[src/rtl/fetch_pkg.sv]
// Constants shared between the fetch queue and the fusion decoder.
package fetch_pkg;

    localparam int unsigned XLEN      = 32;
    localparam logic [31:0] RV_NOP    = 32'h0000_0013;
    localparam logic [6:0]  OPC_LUI   = 7'b0110111;
    localparam logic [6:0]  OPC_OPIMM = 7'b0010011;

endpackage : fetch_pkg

[src/rtl/fetch_pair_queue.sv]
// Instruction queue feeding fusion_decoder: presents the two oldest entries
// and retires one, or two on a reported fusion.
module fetch_pair_queue #(
    parameter int unsigned DEPTH = 4,
    parameter int unsigned XLEN  = fetch_pkg::XLEN
) (
    input  logic                       clk,
    input  logic                       rst_n,
    input  logic                       flush,
    input  logic                       in_valid,
    output logic                       in_ready,
    input  logic [XLEN-1:0]            in_inst,
    input  logic [XLEN-1:0]            in_pc,
    output logic                       out0_valid,
    output logic [XLEN-1:0]            out0_inst,
    output logic [XLEN-1:0]            out0_pc,
    output logic                       out1_valid,
    output logic [XLEN-1:0]            out1_inst,
    output logic [XLEN-1:0]            out1_pc,
    input  logic                       dec_ready,
    input  logic                       fuse_flag,
    output logic [$clog2(DEPTH):0]     count
);
    import fetch_pkg::*;

    localparam int unsigned PW = $clog2(DEPTH);
    localparam int unsigned CW = PW + 1;

    logic [PW-1:0]   rd_ptr_q, rd_ptr_d;
    logic [PW-1:0]   wr_ptr_q, wr_ptr_d;
    logic [CW-1:0]   cnt_q, cnt_d;
    logic [XLEN-1:0] inst_q [DEPTH];
    logic [XLEN-1:0] inst_d [DEPTH];
    logic [XLEN-1:0] pc_q   [DEPTH];
    logic [XLEN-1:0] pc_d   [DEPTH];

    logic            push;
    logic [1:0]      pop;
    logic [PW-1:0]   rd_ptr_p1;

    // Handshake and pop decision from registered occupancy only.
    always_comb begin
        in_ready   = (cnt_q < CW'(DEPTH)) && !flush;
        push       = in_valid && in_ready;
        out0_valid = (cnt_q >= CW'(1));
        out1_valid = (cnt_q >= CW'(2));
        pop        = 2'd0;
        if (dec_ready && out0_valid) begin
            pop = (fuse_flag && out1_valid) ? 2'd2 : 2'd1;
        end
    end

    // Head pair read; invalid slots show a NOP so stale data can never fuse.
    always_comb begin
        rd_ptr_p1 = rd_ptr_q + PW'(1);
        out0_inst = RV_NOP[XLEN-1:0];
        out0_pc   = '0;
        out1_inst = RV_NOP[XLEN-1:0];
        out1_pc   = '0;
        if (out0_valid) begin
            out0_inst = inst_q[rd_ptr_q];
            out0_pc   = pc_q[rd_ptr_q];
        end
        if (out1_valid) begin
            out1_inst = inst_q[rd_ptr_p1];
            out1_pc   = pc_q[rd_ptr_p1];
        end
        count = cnt_q;
    end

    // Next-state: flush overrides push and pop.
    always_comb begin
        rd_ptr_d = rd_ptr_q;
        wr_ptr_d = wr_ptr_q;
        cnt_d    = cnt_q;
        inst_d   = inst_q;
        pc_d     = pc_q;
        if (flush) begin
            rd_ptr_d = '0;
            wr_ptr_d = '0;
            cnt_d    = '0;
        end else begin
            if (push) begin
                inst_d[wr_ptr_q] = in_inst;
                pc_d[wr_ptr_q]   = in_pc;
                wr_ptr_d         = wr_ptr_q + PW'(1);
            end
            rd_ptr_d = rd_ptr_q + PW'(pop);
            cnt_d    = cnt_q + CW'(push) - CW'(pop);
        end
    end

    always_ff @(posedge clk or negedge rst_n) begin
        if (!rst_n) begin
            rd_ptr_q <= '0;
            wr_ptr_q <= '0;
            cnt_q    <= '0;
            for (int i = 0; i < DEPTH; i++) begin
                inst_q[i] <= '0;
                pc_q[i]   <= '0;
            end
        end else begin
            rd_ptr_q <= rd_ptr_d;
            wr_ptr_q <= wr_ptr_d;
            cnt_q    <= cnt_d;
            inst_q   <= inst_d;
            pc_q     <= pc_d;
        end
    end

endmodule : fetch_pair_queue
[config.mk]
export PLATFORM = sky130hd
export DESIGN_NAME = fetch_pair_queue
export DESIGN_NICKNAME = d
export VERILOG_FILES = /design/src/rtl/fetch_pkg.sv /design/src/rtl/fetch_pair_queue.sv
export SDC_FILE = /design/constraint.sdc
export NUM_CORES = 1
export LEC_CHECK = 0
export ABC_AREA = 0
export CAP_MARGIN = 20
export CORE_MARGIN = 3
export CORE_UTILIZATION = 56
export CTS_CLUSTER_SIZE = 16
export DETAILED_ROUTE_END_ITERATION = 6
export PLACE_DENSITY = 0.79
export RECOVER_POWER = 25
export SLEW_MARGIN = 25
export SYNTH_ARGS = -nofsm -noshare
export SYNTH_HDL_FRONTEND = slang
export SYNTH_SLANG_ARGS = --single-unit
export TNS_END_PERCENT = 30
[constraint.sdc]
create_clock -name clk -period 3.4 [get_ports clk]
set_clock_uncertainty 0.1 [all_clocks]
set_input_delay 0.68 -clock clk [delete_from_list [all_inputs] [get_ports clk]]
set_output_delay 0.68 -clock clk [all_outputs]
set_load 0.005 [all_outputs]
==> results of run 1 <==
[synth_stat cells (all sizes together) (3+ instances only)]
master,instances,area [um2]
or2,6,37.5
mux2,256,3780
buf,62,827
and2,127,805
clkbuf,7,26.3
inv,8,30.0
dfrtp,263,6580
xnor2,3,26.3
nor2b,3,18.8
nor2,8,30.0
ha,8,100
mux4,128,2880
[registers in the layout, indices dropped and copies added, names as in the netlist]
signal    cells
inst_q      128
pc_q        128
count         3
rd_ptr_q      2
wr_ptr_q      2
[worst min-delay path by stage]
stage / startpoint / end / slack [ps]
after floorplan: rst_n / count[0] / 280
after CTS: rst_n / pc_q[90] / 40
after global placement: inst_q[40] / inst_q[40] / 380
after detailed placement: inst_q[40] / inst_q[40] / 400
final: inst_q[41] / inst_q[41] / 410
after global routing: inst_q[40] / inst_q[40] / 430
[stage by stage]
stage,hold WS (ps),total power [mW],setup WS (ps),cells
4_1_cts,39.2,17.9,55.9,1444
3_5_place_dp,396,14.7,304,1387
3_3_place_gp,383,14.5,387,1387
6_report,409,17.9,63.3,1445
5_1_grt,432,18.9,6.55,1445
2_1_floorplan,284,11.2,693,887
[placed cells by master, fill, tap and decap left out, types with 8 or more instances in the layout]
master           count
and2_1             123
buf_12              16
buf_4               15
clkbuf_16           30
clkbuf_8             8
clkdlybuf4s50_1    202
clkinv_2             9
dfrtp_1            261
ha_1                 8
mux2_1              16
mux2_4             240
mux4_2             128
nor2_1               8
[where the power goes]
part | switching [mW] | internal [mW]
registers | 1.18 | 4.54
logic | 2.97 | 6.21
clock network | 1.26 | 1.73
total | 5.40 | 12.5
[cell families after synthesis]
group,Yosys count,share of synthesized area
AO/OA/AOI/OAI,1,0.000493
XOR/XNOR,4,0.00230
adder cells (fa/ha/maj),9,0.00789
buffers and inverters,77,0.0580
flip-flops,263,0.432
multiplexers,385,0.438
AND/OR/NAND/NOR,148,0.0607
[per-layer routing]
layer | global-route usage | wire, um | vias up
li1 | - | - | 3706
met1 | 0.361 | 15700 | 4608
met2 | 0.357 | 15700 | 265
met3 | 0.0434 | 2070 | 47
met4 | 0.0360 | 437 | 6
met5 | 0 | 42 | -
[area by class of cell]
class / instances / area (um2)
clock buffer: 43 / 858
clock inverter: 9 / 45.0
fill: 1793 / 8200
inverter: 8 / 32.5
multi-input combinational: 547 / 7760
sequential: 263 / 6590
tap: 335 / 419
timing repair buffer: 240 / 2520
[timing repair]
| item | 4_1_cts | 5_1_grt |
|---|---|---|
| resized for setup | 0 | 2 |
| endpoints found under the setup margin | 70 | 5 |
| hold buffers | 0 | 0 |
| cloned | 0 | 1 |
| endpoints found under the hold margin | 0 | 0 |
| buffers inserted | 5 | 0 |
[worst reg2reg max path: cells and delay by family (launching register included)]
family,cells,cell delay [ps]
adders and majority gates,3,850
and+or+nand+nor,5,780
DFF,1,420
buffers and inverters,5,410
xor gates and xnor gates,1,160
==> metrics.md, run 1 <==
| Metric | Value |
|---|---|
| Last element of the critical path | out0_pc[9] |
| YS warnings | 0 |
| Worst hold path stage count | 1 |
| EDFF count, synth | 0 |
| Post-route cell area | 0.0182 mm2 |
| Arr. time, crit path | 2560 ps |
| Seq/Total Area, Yosys | 0.432 |
| VDD IR max | 0.000610 V |
| Routability cong. | 0.792 |
| Synth Instances | 887 |
| Final hold violations | 0 |
| CP max FO | 50 |
| Min-Delay Path Class | reg2reg |
| Top FF cell, synth | dfrtp_1 |
| Worst slew margin | -0.390 |
| Global Route Usage Sum | 0.233 |
| Die area | 0.0292 mm2 |
| Crit path cell chain | buf_12 -> mux4_2 -> and2_1 -> clkdlybuf4s50_1 |
| Fraction of layout cells with a size suffix above 1 | 0.414 |
| Initial Util | 0.576 |
| CP endpoint kind | output pin |
| Final ANT Viol Nets | 0 |
| Reg2Reg Depth | 14 |
| Core Footprint | 0.0264 mm2 |
| Initial antenna violation count | 3 |
| Count of cell types in the netlist | 26 |
| Final Slew Violations | 78 |
| DR vias/cell | 5.97 |
| Final Setup Violations | 0 |
| Largest net degree at the start of global routing | 89 |
| Ant. Diodes | 0 |
| Worst Setup Path Type | reg2out |
| # Max-Cap Violations | 1 |
| Power per cell area | 981 mW/mm2 |
| Chip Width | 171 um |
| Clock Latency Late Sink | 530 ps |
| DR pass1 iterations | 4 |
| Worst r2r src | count[1] |
| CP Launch Type | flop |
| Post-Route Setup TNS | 0 ps |
| Fin crit share | 0.981 |
| Root Driver | clkbuf_16 |
| Slowest CP cell | mux4_2 |
| CP bufs+invs | 2 |
| Worst reg2reg path endpoint | count[2] |
| Yosys reg bits | 263 |
| Number of port buffers | 203 |
| Area growth, synth to finish | 19.7% |
| Final worst path period need | 3340 ps |
| Placed wire-length estimate | 21400 um |
| Fmax | 300 MHz |
| Detailed-route wire length | 33900 um |
| Die H | 171 um |
| Final nets | 1168 |
| Max incr delay on CP | 560 ps |
| Clock buffer depth | 3 |
| CTS tree | built |
| CP delay by family, top | buffers and inverters |
| Async S/R FF share, synth | 1.00 |
| CTS Buf Count | 29 |
| Critical Path RT | 2620 ps |
| Synthesized area | 0.0152 mm2 |
| DR WL/cell | 23.5 um |
| H-tree depth | 1 |
| Vias in the first global route | 9247 |
| Syn Nets | 966 |
| Unrepaired setup endpoints after global routing | false |
| I/O Pins | 204 |
| Remaining DRCs | 0 |
| Total number of vias | 8632 |
| Critical path depth in cells | 4 |
| Layout Utilization | 0.690 |
| GRT overflow | 0 |
| R2R Setup Slk | 580 ps |
| Placed instance area | 0.0173 mm2 |
| FP Rows | 59 |
| Iter 0 DRT Violations | 658 |
| Crit path launch | rd_ptr_q[1] |
| Tightest Pin Transition | 2080 ps |
| Clock-pin transition on the worst setup and hold timing paths | 60 ps |
| Status | complete, but fails checks |
| Failing checks | capacitance limit, slew limit |
| Syn Area/Cell | 17.2 um2 |
| Sink Count | 263 |
| First-pass GRT wire length | 54100 um |
| Leakage | 7.70 nW |
No activity file was read; power rests on OpenSTA's default activity.
==> inputs of run 2 (changes only) <==
--- a/config.mk
+++ b/config.mk
@@ -6,7 +6,7 @@
 export NUM_CORES = 1
 export LEC_CHECK = 0
 export ABC_AREA = 0
-export CAP_MARGIN = 20
+export CAP_MARGIN = 40
 export CORE_MARGIN = 3
 export CORE_UTILIZATION = 56
 export CTS_CLUSTER_SIZE = 16
==> results of run 2 <==
Same layout as run 1: the final DEF is identical, and so are final timing and power.
